[config.mk]
export PLATFORM = sky130hd
export DESIGN_NAME = switcher_sequence_decoder
export DESIGN_NICKNAME = d
export VERILOG_FILES = /design/src/rtl/switcher_sequence_decoder.sv
export SDC_FILE = /design/constraint.sdc
export NUM_CORES = 1
export LEC_CHECK = 0
export CORE_AREA = 3 3 106 108
export DETAILED_ROUTE_END_ITERATION = 10
export DIE_AREA = 0 0 109 111
export PLACE_DENSITY = 0.7
export SLEW_MARGIN = 40
export SYNTH_ARGS = -nofsm -noshare
export SYNTH_HDL_FRONTEND = slang
export SYNTH_SLANG_ARGS = --single-unit
[constraint.sdc]
create_clock -name CLK_80 -period 3.45 [get_ports CLK_80]
set_clock_uncertainty 0.2 [all_clocks]
set_input_delay 0.5175 -clock CLK_80 [delete_from_list [all_inputs] [get_ports CLK_80]]
set_output_delay 0.5175 -clock CLK_80 [all_outputs]
set_load 0.005 [all_outputs]
[src/rtl/switcher_sequence_decoder.sv]
// Decodes the 4x-oversampled switcher control word into frame/row events with
// per-row GATE/CLEAR high-time, plus sticky protocol-violation flags.
module switcher_sequence_decoder #(
  parameter int N_ROWS      = 192,
  parameter int ROW_W       = 8,
  parameter int WIDTH_W     = 8,
  parameter int TIMEOUT_CYC = 4096
) (
  input  logic               CLK_80,
  input  logic               RESET_N,
  input  logic [15:0]        SW_DES,
  input  logic               ERR_CLEAR,
  output logic               FRAME_START,
  output logic               ROW_VALID,
  output logic [ROW_W-1:0]   ROW,
  output logic [1:0]         ROW_PHASE,
  output logic [WIDTH_W-1:0] GATE_WIDTH,
  output logic [WIDTH_W-1:0] CLEAR_WIDTH,
  output logic               IN_FRAME,
  output logic [15:0]        FRAME_COUNT,
  output logic               GLITCH_ERR,
  output logic               TIMEOUT_ERR,
  output logic               ROW_OVF_ERR,
  output logic               FRAME_LEN_ERR
);

  localparam int WD_W = $clog2(TIMEOUT_CYC + 1);
  localparam logic [ROW_W-1:0] LAST_ROW   = ROW_W'(N_ROWS - 1);
  localparam logic [ROW_W-1:0] ROW_ONE    = {{(ROW_W-1){1'b0}}, 1'b1};
  localparam logic [ROW_W:0]   N_ROWS_V   = (ROW_W + 1)'(N_ROWS);
  localparam logic [WD_W-1:0]  WD_ONE     = {{(WD_W-1){1'b0}}, 1'b1};
  localparam logic [WD_W-1:0]  TIMEOUT_V  = WD_W'(TIMEOUT_CYC);

  typedef enum logic {ST_IDLE = 1'b0, ST_FRAME = 1'b1} state_t;

  state_t               state_r, state_s;
  logic [3:0]           prev_r;
  logic [ROW_W-1:0]     row_cnt_r, row_cnt_s;
  logic [ROW_W:0]       row_inc_s;
  logic [WIDTH_W-1:0]   gate_cnt_r, gate_cnt_s, clr_cnt_r, clr_cnt_s;
  logic [WIDTH_W-1:0]   gate_closed_s, clr_closed_s;
  logic [WD_W-1:0]      wd_r, wd_s, wd_inc_s;
  logic [3:0]           clk_smp_s, frm_smp_s, clr_smp_s, gat_smp_s;
  logic [3:0]           rise_s, old_mask_s, new_mask_s;
  logic [1:0]           phase_s;
  logic                 edge_s, fs_edge_s, glitch_s;
  logic                 rv_s, fs_s, len_set_s, ovf_set_s, to_set_s;

  function automatic logic [2:0] pop4(input logic [3:0] v);
    pop4 = {2'b00, v[0]} + {2'b00, v[1]} + {2'b00, v[2]} + {2'b00, v[3]};
  endfunction

  function automatic logic [WIDTH_W-1:0] sat_add(input logic [WIDTH_W-1:0] a,
                                                 input logic [2:0] b);
    logic [WIDTH_W:0] sum;
    sum = {1'b0, a} + {{(WIDTH_W-2){1'b0}}, b};
    if (sum[WIDTH_W]) sat_add = {WIDTH_W{1'b1}};
    else              sat_add = sum[WIDTH_W-1:0];
  endfunction

  // Sample unpacking, SW_CLK rising-edge search and old/new row sample split
  always_comb begin
    for (int k = 0; k < 4; k++) begin
      clk_smp_s[k] = SW_DES[4*k];
      frm_smp_s[k] = SW_DES[4*k+1];
      clr_smp_s[k] = SW_DES[4*k+2];
      gat_smp_s[k] = SW_DES[4*k+3];
    end
    rise_s   = clk_smp_s & ~{clk_smp_s[2:0], prev_r[0]};
    edge_s   = |rise_s;
    glitch_s = (rise_s & (rise_s - 4'b0001)) != 4'b0000;
    if      (rise_s[0]) phase_s = 2'd0;
    else if (rise_s[1]) phase_s = 2'd1;
    else if (rise_s[2]) phase_s = 2'd2;
    else if (rise_s[3]) phase_s = 2'd3;
    else                phase_s = 2'd0;
    case (phase_s)
      2'd0:    old_mask_s = 4'b0000;
      2'd1:    old_mask_s = 4'b0001;
      2'd2:    old_mask_s = 4'b0011;
      2'd3:    old_mask_s = 4'b0111;
      default: old_mask_s = 4'b0000;
    endcase
    new_mask_s = ~old_mask_s;
    fs_edge_s  = edge_s & frm_smp_s[phase_s];
  end

  // Frame/row state machine; without an edge the whole word joins the open row
  always_comb begin
    state_s       = state_r;
    row_cnt_s     = row_cnt_r;
    row_inc_s     = {1'b0, row_cnt_r} + {1'b0, ROW_ONE};
    wd_inc_s      = wd_r + WD_ONE;
    wd_s          = wd_r;
    gate_closed_s = sat_add(gate_cnt_r, pop4(gat_smp_s & old_mask_s));
    clr_closed_s  = sat_add(clr_cnt_r, pop4(clr_smp_s & old_mask_s));
    gate_cnt_s    = sat_add(gate_cnt_r, pop4(gat_smp_s & new_mask_s));
    clr_cnt_s     = sat_add(clr_cnt_r, pop4(clr_smp_s & new_mask_s));
    rv_s          = 1'b0;
    fs_s          = 1'b0;
    len_set_s     = 1'b0;
    ovf_set_s     = 1'b0;
    to_set_s      = 1'b0;
    case (state_r)
      ST_IDLE: begin
        wd_s = {WD_W{1'b0}};
        if (fs_edge_s) begin
          state_s    = ST_FRAME;
          row_cnt_s  = {ROW_W{1'b0}};
          gate_cnt_s = {{(WIDTH_W-3){1'b0}}, pop4(gat_smp_s & new_mask_s)};
          clr_cnt_s  = {{(WIDTH_W-3){1'b0}}, pop4(clr_smp_s & new_mask_s)};
          fs_s       = 1'b1;
        end else begin
          state_s = ST_IDLE;
        end
      end
      ST_FRAME: begin
        if (edge_s) begin
          rv_s       = 1'b1;
          wd_s       = {WD_W{1'b0}};
          gate_cnt_s = {{(WIDTH_W-3){1'b0}}, pop4(gat_smp_s & new_mask_s)};
          clr_cnt_s  = {{(WIDTH_W-3){1'b0}}, pop4(clr_smp_s & new_mask_s)};
          if (fs_edge_s) begin
            fs_s      = 1'b1;
            row_cnt_s = {ROW_W{1'b0}};
            len_set_s = (row_cnt_r != LAST_ROW);
          end else if (row_cnt_r == LAST_ROW) begin
            state_s = ST_IDLE;
          end else if (row_inc_s >= N_ROWS_V) begin
            ovf_set_s = 1'b1;
            state_s   = ST_IDLE;
          end else begin
            row_cnt_s = row_inc_s[ROW_W-1:0];
          end
        end else if (wd_inc_s == TIMEOUT_V) begin
          to_set_s = 1'b1;
          wd_s     = {WD_W{1'b0}};
          state_s  = ST_IDLE;
        end else begin
          wd_s = wd_inc_s;
        end
      end
      default: state_s = ST_IDLE;
    endcase
  end

  // State, counters, registered event outputs and sticky error flags
  always_ff @(posedge CLK_80 or negedge RESET_N) begin
    if (!RESET_N) begin
      state_r       <= ST_IDLE;
      prev_r        <= 4'b1111;
      row_cnt_r     <= {ROW_W{1'b0}};
      gate_cnt_r    <= {WIDTH_W{1'b0}};
      clr_cnt_r     <= {WIDTH_W{1'b0}};
      wd_r          <= {WD_W{1'b0}};
      FRAME_START   <= 1'b0;
      ROW_VALID     <= 1'b0;
      ROW           <= {ROW_W{1'b0}};
      ROW_PHASE     <= 2'd0;
      GATE_WIDTH    <= {WIDTH_W{1'b0}};
      CLEAR_WIDTH   <= {WIDTH_W{1'b0}};
      IN_FRAME      <= 1'b0;
      FRAME_COUNT   <= 16'd0;
      GLITCH_ERR    <= 1'b0;
      TIMEOUT_ERR   <= 1'b0;
      ROW_OVF_ERR   <= 1'b0;
      FRAME_LEN_ERR <= 1'b0;
    end else begin
      state_r       <= state_s;
      prev_r        <= SW_DES[15:12];
      row_cnt_r     <= row_cnt_s;
      gate_cnt_r    <= gate_cnt_s;
      clr_cnt_r     <= clr_cnt_s;
      wd_r          <= wd_s;
      FRAME_START   <= fs_s;
      ROW_VALID     <= rv_s;
      if (rv_s) begin
        ROW         <= row_cnt_r;
        ROW_PHASE   <= phase_s;
        GATE_WIDTH  <= gate_closed_s;
        CLEAR_WIDTH <= clr_closed_s;
      end
      IN_FRAME      <= (state_s == ST_FRAME);
      FRAME_COUNT   <= FRAME_COUNT + {15'd0, fs_s};
      // a new error in the same cycle as ERR_CLEAR must survive
      GLITCH_ERR    <= (GLITCH_ERR    & ~ERR_CLEAR) | glitch_s;
      TIMEOUT_ERR   <= (TIMEOUT_ERR   & ~ERR_CLEAR) | to_set_s;
      ROW_OVF_ERR   <= (ROW_OVF_ERR   & ~ERR_CLEAR) | ovf_set_s;
      FRAME_LEN_ERR <= (FRAME_LEN_ERR & ~ERR_CLEAR) | len_set_s;
    end
  end

endmodule

==> metrics.yaml <==
hold_path_class: "flip-flop to flip-flop"
fin_setup_tns_ns: 0
period_needed_ns: 3.445
setup_violations: 0
drive_gt1_share_pct: 17.10
track_usage_pct: 18.16
hold_viol: 0
timing.hold.ws_ns: 0.2720
synth_area_um2: 4656
cts_htree_levels: 3
hold_end: "FRAME_COUNT[15]$_DFF_PN0_"
fin_total_pwr_mw: 3.216
grt_pass1_vias: 3643
synth_edf_count: 0
seq_power_share_pct: 42.9
grt_pass1_wl_um: 17670
synth_top_cell_by_area: "dfrtp_1"
synth_area_per_cell_um2: 9.885
syn_nets: 517
period_share_pct: 99.85
r2r-end: "gate_cnt_r[2]$_DFF_PN0_"
clockBufferDepth: 2
netSwitchingFraction_pct: 32.46
ys_async_sr_fraction_pct: 100.0
synth_seq_cells: 87
viasPerCell: 5.152
cts_root_buf: "clkbuf_8"
synth_cells: 471
placed_area_um2: 5727
vdd_drop_max_mv: 0.3039
synth_commonest_cells: "86 x dfrtp_1, 60 x nand2_1, 56 x nor2_1"
yosys.area.top_type_share_pct: 46.22
drt_pass1_iterations: 4
totalWireLength_um: 10380
worstHoldPathCells: 1
die_y_um: 111
drc_errors: 0
fill_cells: 887
holdCritStartpoint: "FRAME_COUNT[15]$_DFF_PN0_"
drt_iter0_drc: 138
timing.max_slew.rel_slack_pct: 57.76
rsz0062_at_grt: "true"
ys_seq_area_share_pct: 46.79
crit_path_start_kind: "flip-flop"
pwr-share-comb_pct: 34.5
drv_cap: 0
antenna_found_initial: 0
vias: 3653
gp_congestion: 0.8495
worst_slack_ns: 0.005058
fin_util_pct: 59.12
antennaDiodeCount: 0
start_util_pct: 45.10
synth_cell_types: 54
cts.sinks: 87
p_leak_nw: 2.614
stdcell_area_um2: 6103
ant_nets: 0
grt_start_max_net_pins: 52
crit_path_end_kind: "flip-flop"
cts.reportedPaths.clkPinSlew_ns: 0.09
placed_cells: 685
p_sw_mw: 1.044
post-place-ws_ns: -0.6678
worst-path-max-fanout: 3
coreArea_um2: 10320
yosys_warnings: 0
cp.required_ns: 3.49
io_pins: 68
gr-total-overflow: 0
tightest_slew_ns: 0.6336
hpwl_um: 7635
clk-insertion-delay-late_ns: 0.36
rrSetupSlack_ns: 0.005
wl_per_cell_um: 14.65
p_per_area_nw_per_um2: 526.8
yosysMostFrequentCell: "dfrtp_1"
synth_area_leaders: "dfrtp_1 46%, xnor2_1 5.3%, ha_1 5.1%, nand2_1 4.8%, nor2_1 4.5%"
cts_tree: "built"
area_growth_pct: 31.09
design.die.area_um2: 12100
die_x_um: 109
outcome: "completed"
port_buffers: 67
critPathArrivalTime_ns: 3.49
critical_path_class: "flip-flop to flip-flop"
r2r-start: "prev_r[0]$_DFF_PN1_"
clock_power_share_pct: 22.6
fmax_mhz: 290.3
ys.flop_type: "dfrtp_1"
rows: 37
r2r_cells: 13
slew_viol_final: 0
numCtsBuffers: 9
nNetsFinal: 614
internal_power_mw: 2.172
fin_cells: 709
==> worst max-delay path by stage <==
stage | from | end | cells past startpoint
after CTS | prev_r[0]$_DFF_PN1_ | clr_cnt_r[0]$_DFF_PN0_ | 13
after global routing | prev_r[0]$_DFF_PN1_ | gate_cnt_r[2]$_DFF_PN0_ | 13
after global placement | SW_DES[0] | clr_cnt_r[2]$_DFF_PN0_ | 14
after detailed placement | SW_DES[0] | gate_cnt_r[2]$_DFF_PN0_ | 14
final | prev_r[0]$_DFF_PN1_ | gate_cnt_r[2]$_DFF_PN0_ | 13
after floorplan | SW_DES[0] | clr_cnt_r[0]$_DFF_PN0_ | 14
==> critical path: stages, from the launching register on <==
cell and delay, ns:
dfstp_2 0.55, nor2b_4 0.05, or3_4 0.34, and2_4 0.15, fa_1 0.49, ha_4 0.19
ha_4 0.27, inv_2 0.04, fa_2 0.36, nor2b_4 0.16, buf_4 0.13, buf_4 0.09
o21ai_2 0.05, mux2_4 0.27
==> layout make-up <==
cell class / count / area, um2 / share of cell area [%]
Inverter: 18 / 67.56 / 1.107
Clock buffer: 10 / 127.6 / 2.091
Timing Repair Buffer: 98 / 897.1 / 14.70
Clock inverter: 6 / 75.07 / 1.230
Tap cell: 136 / 170.2 / 2.788
Multi-Input combinational cell: 354 / 2587 / 42.39
Sequential cell: 87 / 2178 / 35.69
==> flip-flops by register name (all words and copies together), names as in the netlist <==
signal	cells
ROW_OVF_ERR	1
FRAME_START	1
TIMEOUT_ERR	1
row_cnt_r	8
FRAME_COUNT	16
ROW	8
clr_cnt_r	8
GATE_WIDTH	8
GLITCH_ERR	1
ROW_PHASE	2
wd_r	13
CLEAR_WIDTH	8
FRAME_LEN_ERR	1
ROW_VALID	1
state_r	1
gate_cnt_r	8
prev_r	1
==> logic make-up after synthesis <==
logic type	share of synthesized area, %
xor+xnor	8.654
buf+inv	2.768
simple gates	20.88
flops	46.79
mux	3.171
fa+ha+maj	8.546
compound gates	9.191
==> cell usage in the layout, fill, tap and decap left out, drive strengths merged, types with 4 or more instances in the layout <==
cell type / Yosys / layout
buf: 6 / 31
fa: 8 / 8
clkbuf: 6 / 12
nand2b: 9 / 9
or2: 4 / 4
nor3: 7 / 7
nor2b: 10 / 10
or3: 7 / 7
ha: 19 / 19
xnor2: 28 / 28
o21ai: 16 / 16
and2: 7 / 7
xor2: 18 / 18
mux2i: 8 / 8
inv: 18 / 21
o22a: 4 / 4
nor2: 56 / 56
nand3: 19 / 19
nand2: 60 / 60
and4: 4 / 4
a21oi: 22 / 22
mux2: 6 / 6
dfrtp: 86 / 86
nand4: 11 / 11
clkdlybuf4s50: 0 / 62
==> timing repair <==
action	in CTS	in global routing
pin swaps	12	11
setup endpoints to repair	26	25
buffers inserted	3	3
hold buffers	1	0
endpoints found under the hold margin	30	0
gates cloned	0	0
resized for setup	16	20
==> routing by layer <==
| metal | global-route usage [%] | up-vias | share of wire (%) |
|---|---|---|---|
| met5 | 0 | - | 0 |
| met3 | 4.252 | 11 | 3.8 |
| met4 | 3.704 | 0 | 0.92 |
| li1 | - | 1799 | - |
| met1 | 23.95 | 1775 | 45 |
| met2 | 30.34 | 68 | 51 |
==> power by group through the flow <==
stage               sequential [mW]  clock, mW  combinational (mW)
detailed placement             1.40          0                1.03
floorplan                      1.37          0               0.541
global route                   1.41      0.805                1.23
CTS                            1.38      0.757                1.08
finish                         1.38      0.727                1.11
global placement               1.39          0               0.996
Power figures use the tool's default switching activity.
